## config.mk

```make
export PLATFORM = sky130hd
export DESIGN_NAME = mic_clk_gen
export DESIGN_NICKNAME = d
export VERILOG_FILES = /design/src/rtl/mic_pkg.sv /design/src/rtl/mic_rise_counter.sv /design/src/rtl/mic_clk_gen.sv
export SDC_FILE = /design/constraint.sdc
export NUM_CORES = 1
export LEC_CHECK = 0
export ABC_AREA = 1
export CORE_ASPECT_RATIO = 1.5
export CORE_UTILIZATION = 60
export CTS_CLUSTER_DIAMETER = 80
export DETAILED_ROUTE_END_ITERATION = 8
export PLACE_DENSITY = 0.86
export SYNTH_ARGS = -nofsm -noshare
export SYNTH_HDL_FRONTEND = slang
export SYNTH_SLANG_ARGS = --single-unit
```

## constraint.sdc

```tcl
create_clock -name clk -period 6.6 [get_ports clk]
set_input_delay 1.32 -clock clk [delete_from_list [all_inputs] [get_ports clk]]
set_output_delay 1.32 -clock clk [all_outputs]
set_load 0.01 [all_outputs]
```

## src/rtl/mic_pkg.sv

```systemverilog
// Shared microphone-clock defaults and types, also used by the PDM decimator blocks.
package mic_pkg;

   localparam int unsigned DEF_DIV_W = 16;
   localparam int unsigned DEF_DEC_W = 8;
   localparam int unsigned DEF_HALF  = 20;
   localparam int unsigned DEF_DEC   = 64;

   typedef enum logic [1:0] {
      EV_NONE,
      EV_RISE,
      EV_FALL
   } mic_edge_e;

endpackage

```

## src/rtl/mic_rise_counter.sv

```systemverilog
// Counts mic-clock rises and pulses sample_stb on every reload_val+1-th rise.
module mic_rise_counter
   import mic_pkg::*;
#(
   parameter int unsigned DEC_W   = DEF_DEC_W,
   parameter int unsigned RST_VAL = DEF_DEC - 1
) (
   input  logic             clk,
   input  logic             reset,
   input  logic             enable,
   input  logic             rise,
   input  logic             reload,
   input  logic [DEC_W-1:0] reload_val,
   output logic             sample_stb
);

   logic [DEC_W-1:0] cnt_q, cnt_d;
   logic             stb_q, stb_d;

   // rise is the next-state rise strobe, so stb_q lines up with the registered rise_stb
   always_comb begin
      cnt_d = cnt_q;
      stb_d = 1'b0;
      if (!enable || reload) begin
         cnt_d = reload_val;
      end else if (rise) begin
         if (cnt_q == '0) begin
            stb_d = 1'b1;
            cnt_d = reload_val;
         end else begin
            cnt_d = cnt_q - DEC_W'(1);
         end
      end
   end

   always_ff @(posedge clk or negedge reset) begin
      if (!reset) begin
         cnt_q <= DEC_W'(RST_VAL);
         stb_q <= 1'b0;
      end else begin
         cnt_q <= cnt_d;
         stb_q <= stb_d;
      end
   end

   assign sample_stb = stb_q;

endmodule

```

## src/rtl/mic_clk_gen.sv

```systemverilog
// Programmable 50%-duty microphone clock with rise/fall/sample strobes.
// New settings loaded while running take effect only at a falling edge.
module mic_clk_gen #(
   parameter int unsigned DIV_W    = mic_pkg::DEF_DIV_W,
   parameter int unsigned DEC_W    = mic_pkg::DEF_DEC_W,
   parameter int unsigned DEF_HALF = mic_pkg::DEF_HALF,
   parameter int unsigned DEF_DEC  = mic_pkg::DEF_DEC
) (
   input  logic             clk,
   input  logic             reset,
   input  logic             en,
   input  logic             load,
   input  logic [DIV_W-1:0] half_in,
   input  logic [DEC_W-1:0] dec_in,
   output logic             clkout,
   output logic             rise_stb,
   output logic             fall_stb,
   output logic             sample_stb,
   output logic             active
);
   import mic_pkg::*;

   logic [DIV_W-1:0] half_q, half_d, pend_half_q, pend_half_d, cnt_q, cnt_d;
   logic [DEC_W-1:0] dec_q, dec_d, pend_dec_q, pend_dec_d, dec_rel_val;
   logic             pend_v_q, pend_v_d;
   logic             clk_q, clk_d, rise_q, rise_d, fall_q, fall_d, act_q;
   logic             dec_reload;
   logic [DIV_W-1:0] half_in_nz;
   logic [DEC_W-1:0] dec_in_nz;
   mic_edge_e        edge_kind;

   assign half_in_nz = (half_in == '0) ? DIV_W'(1) : half_in;
   assign dec_in_nz  = (dec_in == '0) ? DEC_W'(1) : dec_in;

   always_comb begin
      half_d      = half_q;
      dec_d       = dec_q;
      pend_half_d = pend_half_q;
      pend_dec_d  = pend_dec_q;
      pend_v_d    = pend_v_q;
      cnt_d       = cnt_q;
      clk_d       = clk_q;
      rise_d      = 1'b0;
      fall_d      = 1'b0;
      dec_reload  = 1'b0;
      edge_kind   = EV_NONE;
      if (!en) begin
         if (load) begin
            half_d = half_in_nz;
            dec_d  = dec_in_nz;
         end else if (pend_v_q) begin
            half_d = pend_half_q;
            dec_d  = pend_dec_q;
         end
         pend_v_d = 1'b0;
         cnt_d    = half_d - DIV_W'(1);
         clk_d    = 1'b0;
         fall_d   = clk_q;
      end else begin
         if (cnt_q == '0) begin
            edge_kind = clk_q ? EV_FALL : EV_RISE;
            clk_d     = ~clk_q;
            // pending values are committed only here so the high phase is never cut short
            if (edge_kind == EV_FALL && pend_v_q) begin
               half_d     = pend_half_q;
               dec_d      = pend_dec_q;
               pend_v_d   = 1'b0;
               dec_reload = 1'b1;
            end
            cnt_d = half_d - DIV_W'(1);
         end else begin
            cnt_d = cnt_q - DIV_W'(1);
         end
         rise_d = (edge_kind == EV_RISE);
         fall_d = (edge_kind == EV_FALL);
         if (load) begin
            pend_half_d = half_in_nz;
            pend_dec_d  = dec_in_nz;
            pend_v_d    = 1'b1;
         end
      end
      dec_rel_val = dec_d - DEC_W'(1);
   end

   always_ff @(posedge clk or negedge reset) begin
      if (!reset) begin
         half_q      <= DIV_W'(DEF_HALF);
         dec_q       <= DEC_W'(DEF_DEC);
         pend_half_q <= '0;
         pend_dec_q  <= '0;
         pend_v_q    <= 1'b0;
         cnt_q       <= DIV_W'(DEF_HALF - 1);
         clk_q       <= 1'b0;
         rise_q      <= 1'b0;
         fall_q      <= 1'b0;
         act_q       <= 1'b0;
      end else begin
         half_q      <= half_d;
         dec_q       <= dec_d;
         pend_half_q <= pend_half_d;
         pend_dec_q  <= pend_dec_d;
         pend_v_q    <= pend_v_d;
         cnt_q       <= cnt_d;
         clk_q       <= clk_d;
         rise_q      <= rise_d;
         fall_q      <= fall_d;
         act_q       <= en;
      end
   end

   mic_rise_counter #(
      .DEC_W   (DEC_W),
      .RST_VAL (DEF_DEC - 1)
   ) u_rise_counter (
      .clk        (clk),
      .reset      (reset),
      .enable     (en),
      .rise       (rise_d),
      .reload     (dec_reload),
      .reload_val (dec_rel_val),
      .sample_stb (sample_stb)
   );

   assign clkout   = clk_q;
   assign rise_stb = rise_q;
   assign fall_stb = fall_q;
   assign active   = act_q;

endmodule

```

==> results of run 1 <==
==> path summary, 6_finish.rpt <==
check | from | end | cells after the start
min in group asynchronous | reset | cnt_q[12] | 1
hold / removal | u_rise_counter.cnt_q[3] | u_rise_counter.cnt_q[3] | 2
setup reg to reg | clkout | cnt_q[14] | 16
setup / recovery | load | cnt_q[14] | 13
max in group asynchronous | reset | half_q[3] | 1
hold reg to reg | u_rise_counter.cnt_q[3] | u_rise_counter.cnt_q[3] | 2
==> metal layers <==
| layer | vias to the layer above | global-route usage (%) |
|---|---|---|
| met1 | 2208 | 37.9 |
| li1 | 2231 | - |
| met3 | 53 | 7.48 |
| met4 | 0 | 17.5 |
| met5 | - | 0 |
| met2 | 165 | 53.4 |
==> state kept, by name (all words and copies together), names as in the netlist, 8 cells and up <==
name                  cells
half_q                   16
u_rise_counter.cnt_q      8
dec_q                     8
pend_half_q              16
pend_dec_q                8
cnt_q                    16
==> cell families (layout without fill, tap and decap cells) <==
logic type      after synthesis  after routing  synth area share, %
simple gates                337            337                 30.3
compound gates              140            140                 16.4
buf+inv                     109            133                 9.78
flops                        78             78                 40.1
xor+xnor                     13             13                 2.32
fa+ha+maj                     4              4                 1.02
==> area by class of cell <==
type | instances | share of cell area, %
clock buffers | 12 | 4.46
repair buffers | 35 | 6.16
flip-flops and latches | 78 | 35.6
inverters | 82 | 5.64
clock inverters | 4 | 1.27
multi-input cells | 494 | 44.5
well taps | 105 | 2.38
==> worst min-delay path: cells and delay by family (launching register included) <==
kind | cells | cell delay [ps]
flip-flops | 1 | 380
AND/OR/NAND/NOR | 2 | 110
==> power breakdown <==
part	leakage, nW	switching, mW	total (mW)	internal, mW
registers	0.936	0.0515	0.618	0.567
logic	1.66	0.243	0.375	0.133
clock network	0.157	0.197	0.538	0.340
==> Yosys cell counts, types with 2 or more instances <==
library cell    n
nand2_4         4
nand3b_1        6
o21a_1          4
ha_1            4
buf_2           8
a22oi_1         2
dfrtp_1        66
xor2_1         11
dfstp_2        12
nand2_1       199
xnor2_1         2
buf_4           7
inv_2           2
nand3_1        31
nor2_2          5
nand2_2         7
a21boi_2        2
a21oi_1        21
a31oi_1         2
clkinv_1        2
o21ai_0        84
nor3_1          3
a21boi_1        2
clkbuf_1        8
inv_1          76
nor2_4          4
nand3_2         5
o22ai_1         2
nor2_1         63
o211ai_1       15
nand4_1         9
buf_6           4
==> stage by stage <==
| stage | util, % | hold slack, ps | area (um^2) | total power, mW | setup WS (ps) |
|---|---|---|---|---|---|
| finish | 69.4 | 493 | 5520 | 1.53 | 2660 |
| global route | 69.4 | 514 | 5520 | 1.61 | 2460 |
| CTS | 69.4 | 490 | 5520 | 1.53 | 2690 |
| detailed placement | 65.4 | 479 | 5200 | 0.994 | 2370 |
| global placement | 65.4 | 464 | 5200 | 0.975 | 2460 |
| floorplan | - | 449 | 4900 | 0.892 | 3660 |
==> metrics, run 1 <==
final hold violations 0; share of cells above drive strength 1 9.08%; final setup fails 0; Synth Area per Inst 7.20 um^2; largest net degree at the start of global routing approximately 80; DR pass1 iterations 6; sequential share of the synthesized area ~40%; storage element area between 1500 and 2000 um^2; Leakage 2.75 nW; Max rail drop VDD 186 uV; Die Span Y between 100 and 150 um; die width 75.8 um; Crit path max-delay family buffers and inverters; cts bufs inserted 9; via count 4,657; Mapped Area approximately 4900 um^2; area leader, netlist dfrtp_1; final critical-path required period 3940 ps; first-pass GRT wire length between 20 and 25 mm; critical path cell sequence clkdlybuf4s50_1, nand3_1, o211ai_1, nand2_1, inv_1, ha_1, nand3_2, nor2_4, nand3_2, inv_1, nand2_1, nand2_1, nand2_1; Ports 33; GRT overflow 0; commonest non-fill, non-tap cell in the layout nand2_1; Avg Vias per Cell 5.75; DRT antenna net count 0; Fmax achieved 254 MHz; vias in the first global route 4,552; wirelength, routed between 10 and 15 mm; gr usage total 32.4%; hold_buf cts 0; FILL cells roughly 660; part of the cycle the worst path needs 59.8%; clk sinks 78; Worst Setup Start Kind primary input; placed cell count 794; RSZ-0062 raised after global routing no; area share of the leading cell type in the synthesized netlist 33.7%; Initial DRC Count 392; Final Max Slew Viols 0; FF-to-FF setup slack 3730 ps; TritonCTS clock tree yes; Clock Path Buffers 2; Reg clk slew, reported paths 60 ps; Post-Synthesis Cells around 680; setup bufs post-CTS 0; Worst setup EP type register; WL per Instance 15.6 um; FP Rows 40; root buffer cell clkbuf_16; asr flop ratio synth 100%; ys flop type dfrtp_1; slowest CP cell clkdlybuf4s50_1; max incr delay on CP between 1000 and 1500 ps; worst path required time between 6000 and 7000 ps; dpl hpwl 8.90 mm; top routing layer used met4; nets@finish ~730; Ys Warns 0; CP bufs+invs 3; worst-skew pair later-pin latency 350 ps; Layout area overhead 12.7%; outcome finished clean; Final Non-Filler Cells 810; met2 wire length 6.59 mm; worst rel slew slack between 20% and 30%; Max Cap Viol 0; WP data arrival 4180 ps; Antenna Cells 0; Layout Skew 6.19 ps; GPL Wtd Cong 0.969; M1 wire length slightly below 5 mm; synthesized flop and latch total 78; initial cell density of the core 61.6%; H-tree depth 3; Die Footprint 8540 um^2; Residual DRC 0; most frequent cells in the layout nand2_1 (199), o21ai_0 (84), inv_1 (76); core area 7960 um^2; ranking of synthesized cells by area dfrtp_1 (34%), nand2_1 (15%), o21ai_0 (8.6%), dfstp_2 (6.4%), inv_1 (5.8%); critical path class in2reg; worst min path class reg2reg; initial antenna violation count 0; count of input and output buffers 32; number of gates resized after CTS 0; Netlist cell types 41; Post-synth EDFFs 0; DR WL met3 590 um; Crit path top cell by count nand2_1; Setup TNS 0 ps; Synthesized Nets 713; Least-Margin Pin Slew 1110 ps; PwrDens between 200 and 300 nW/um^2; crit-path max FO 33; area of the multi-input gates 2450 um^2
(Power assumes the default switching activity.)
==> inputs of run 2 (changes only) <==
Clock period 6.6 ns to 3.75 ns, I/O delays scaled along.
==> metrics, run 2 (same netlist as run 1, synthesis figures left out) <==
Final Max Slew Viols 0 (unchanged); FP Rows 40 (unchanged); WP data arrival 3440 ps (-740 ps); Setup TNS 0 ps (unchanged); Placement Cell Area 5230 um^2 (+0.43%); Flop pwr share 42.5% (+2.1 points); count of input and output buffers 32 (unchanged); critical path class in2reg; most frequent cells in the layout nand2_1 (199), o21ai_0 (84), inv_1 (76); worst min path class reg2reg; worst hold start half_q[9]; Int Pwr 1.70 mW (+63%); Worst setup EP type register; met2 Track Usage GR 54.6% (+1.2 points); Max Cap Viol 0 (unchanged); R2R depth 16 (unchanged); crit-path max FO 21 (-36%); Fmax achieved 312 MHz; die width 75.8 um (unchanged); Die Footprint 8540 um^2 (unchanged); dpl hpwl 9.07 mm (+1.9%); initial cell density of the core 61.6% (unchanged); hold_buf cts 0 (unchanged); switching power 0.862 mW (+75%); worst hold stages 1 (-1); Initial DRC Count 509 (+30%); commonest non-fill, non-tap cell in the layout nand2_1; worst-skew pair later-pin latency 340 ps (about the same); DR pass1 iterations 6 (unchanged); Layout Skew 7.55 ps (+1.36 ps); Leakage 2.75 nW (-0.21%); final critical-path required period 3210 ps; DRT antenna net count 0 (unchanged); Final Cell Area 5500 um^2 (-0.43%); wirelength, routed 12.9 mm (+2.0%); Reg clk slew, reported paths 60 ps (about the same); part of the cycle the worst path needs 85.6%; final hold violations 0 (unchanged); setup bufs post-CTS 0 (unchanged); Avg Vias per Cell 5.72 (-0.54%); core area 7960 um^2 (unchanged); Die Span Y 113 um (unchanged); clk sinks 78 (unchanged); Comb power frac 26.2% (+1.7 points); FF-to-FF End cnt_q[14]; WL per Instance 15.8 um (+1.6%); first-pass GRT wire length 21.0 mm (+1.2%); Hold Path Sink half_q[9]; final setup fails 0 (unchanged); Max rail drop VDD 323 uV (+73%); number of gates resized after CTS 0 (unchanged); Antenna Cells 0 (unchanged); Least-Margin Pin Slew 1000 ps (-109 ps); worst path required time 3980 ps (-2860 ps); RSZ-0062 raised after global routing no; vias in the first global route 4,550 (-0.044%); TritonCTS clock tree yes; clock group share of total power 31.3% (-3.8 points); initial antenna violation count 0 (unchanged); GRT overflow 0 (unchanged); worst rel slew slack 33.3% (+7.5 points); cts bufs inserted 9 (unchanged); Layout area overhead 12.2%; busiest metal layer after global routing met2; outcome finished clean; Sw Share 33.7% (+1.6 points); Ports 33 (unchanged); FF-to-FF setup slack 920 ps (-2810 ps); PwrDens 466 nW/um^2 (+68%); Residual DRC 0 (unchanged); Clock Path Buffers 2 (unchanged); Worst Setup Start Kind primary input; via count 4,649 (-0.17%); root buffer cell clkbuf_16; RR Startpoint clkout; met3 usage 4.81% (-2.7 points); H-tree depth 3 (unchanged); share of cells above drive strength 1 9.46% (+0.39 points); biggest regs cnt_q: 16 flops, half_q: 16 flops, pend_half_q: 16 flops; GPL Wtd Cong 0.985 (+1.7%); GRT met1 Usage 38.2% (+0.37 points); nets@finish 735 (+0.41%); gr usage total 32.7% (+0.33 points); largest net degree at the start of global routing 79 (unchanged); Setup crit start load
[run 2: cell types whose count changed in the layout (fill, tap and decap cells not counted)]
cell / change
clkinv_4: +1
bufinv_16: -2
clkinv_2: +1
buf_4: +3
[run 2: power groups by stage]
stage | logic [mW] | clock network, mW | registers, mW
floorplan | 0.497 | 0 | 1.07
global placement | 0.630 | 0 | 1.09
detailed placement | 0.654 | 0 | 1.10
CTS | 0.662 | 0.811 | 1.08
global route | 0.749 | 0.846 | 1.10
finish | 0.671 | 0.803 | 1.09
[run 2: layout make-up]
cell class              instances  area [um^2]
clock buffers                  12          246
clock inverters                 4         23.8
fillers                       617         2460
inverters                      82          312
multi-input cells             494         2450
flip-flops and latches         78         1970
well taps                     105          131
repair buffers                 38          363
[run 2: stage by stage]
stage	util [%]	hold WS (ps)	cells	setup WS [ps]	power [mW]
global placement	65.7	466	797	408	1.72
floorplan	-	449	681	1380	1.57
finish	69.1	490	813	541	2.56
global route	69.1	509	813	440	2.70
CTS	69.1	491	813	633	2.56
detailed placement	65.7	479	797	355	1.75
[run 2: worst max-delay path by stage]
stage / endpoint / slack (ps) / cells after the start
2_1_floorplan: cnt_q[14] / 1380 / 13
3_3_place_gp: cnt_q[14] / 410 / 12
3_5_place_dp: cnt_q[14] / 350 / 12
4_1_cts: cnt_q[15] / 630 / 12
5_1_grt: cnt_q[15] / 440 / 12
6_report: cnt_q[14] / 540 / 12
[run 2: layer usage]
metal  wire, um  share of wire [%]  vias to the layer above
met5          0                  0                        -
met4        665                5.2                        0
met1       4900                 38                     2176
met3        613                4.8                       55
met2       6690                 52                      187
li1           -                  -                     2231
[run 2: critical path: stages]
cell             delay, ps
clkdlybuf4s50_1        810
buf_4                  400
o21ai_0                280
a21oi_1                 80
nor2_1                 250
nand2_1                140
nor2_1                 180
nand3_1                200
nor2_1                 170
nand2_1                 70
nand2_1                 60
nand2_1                 50
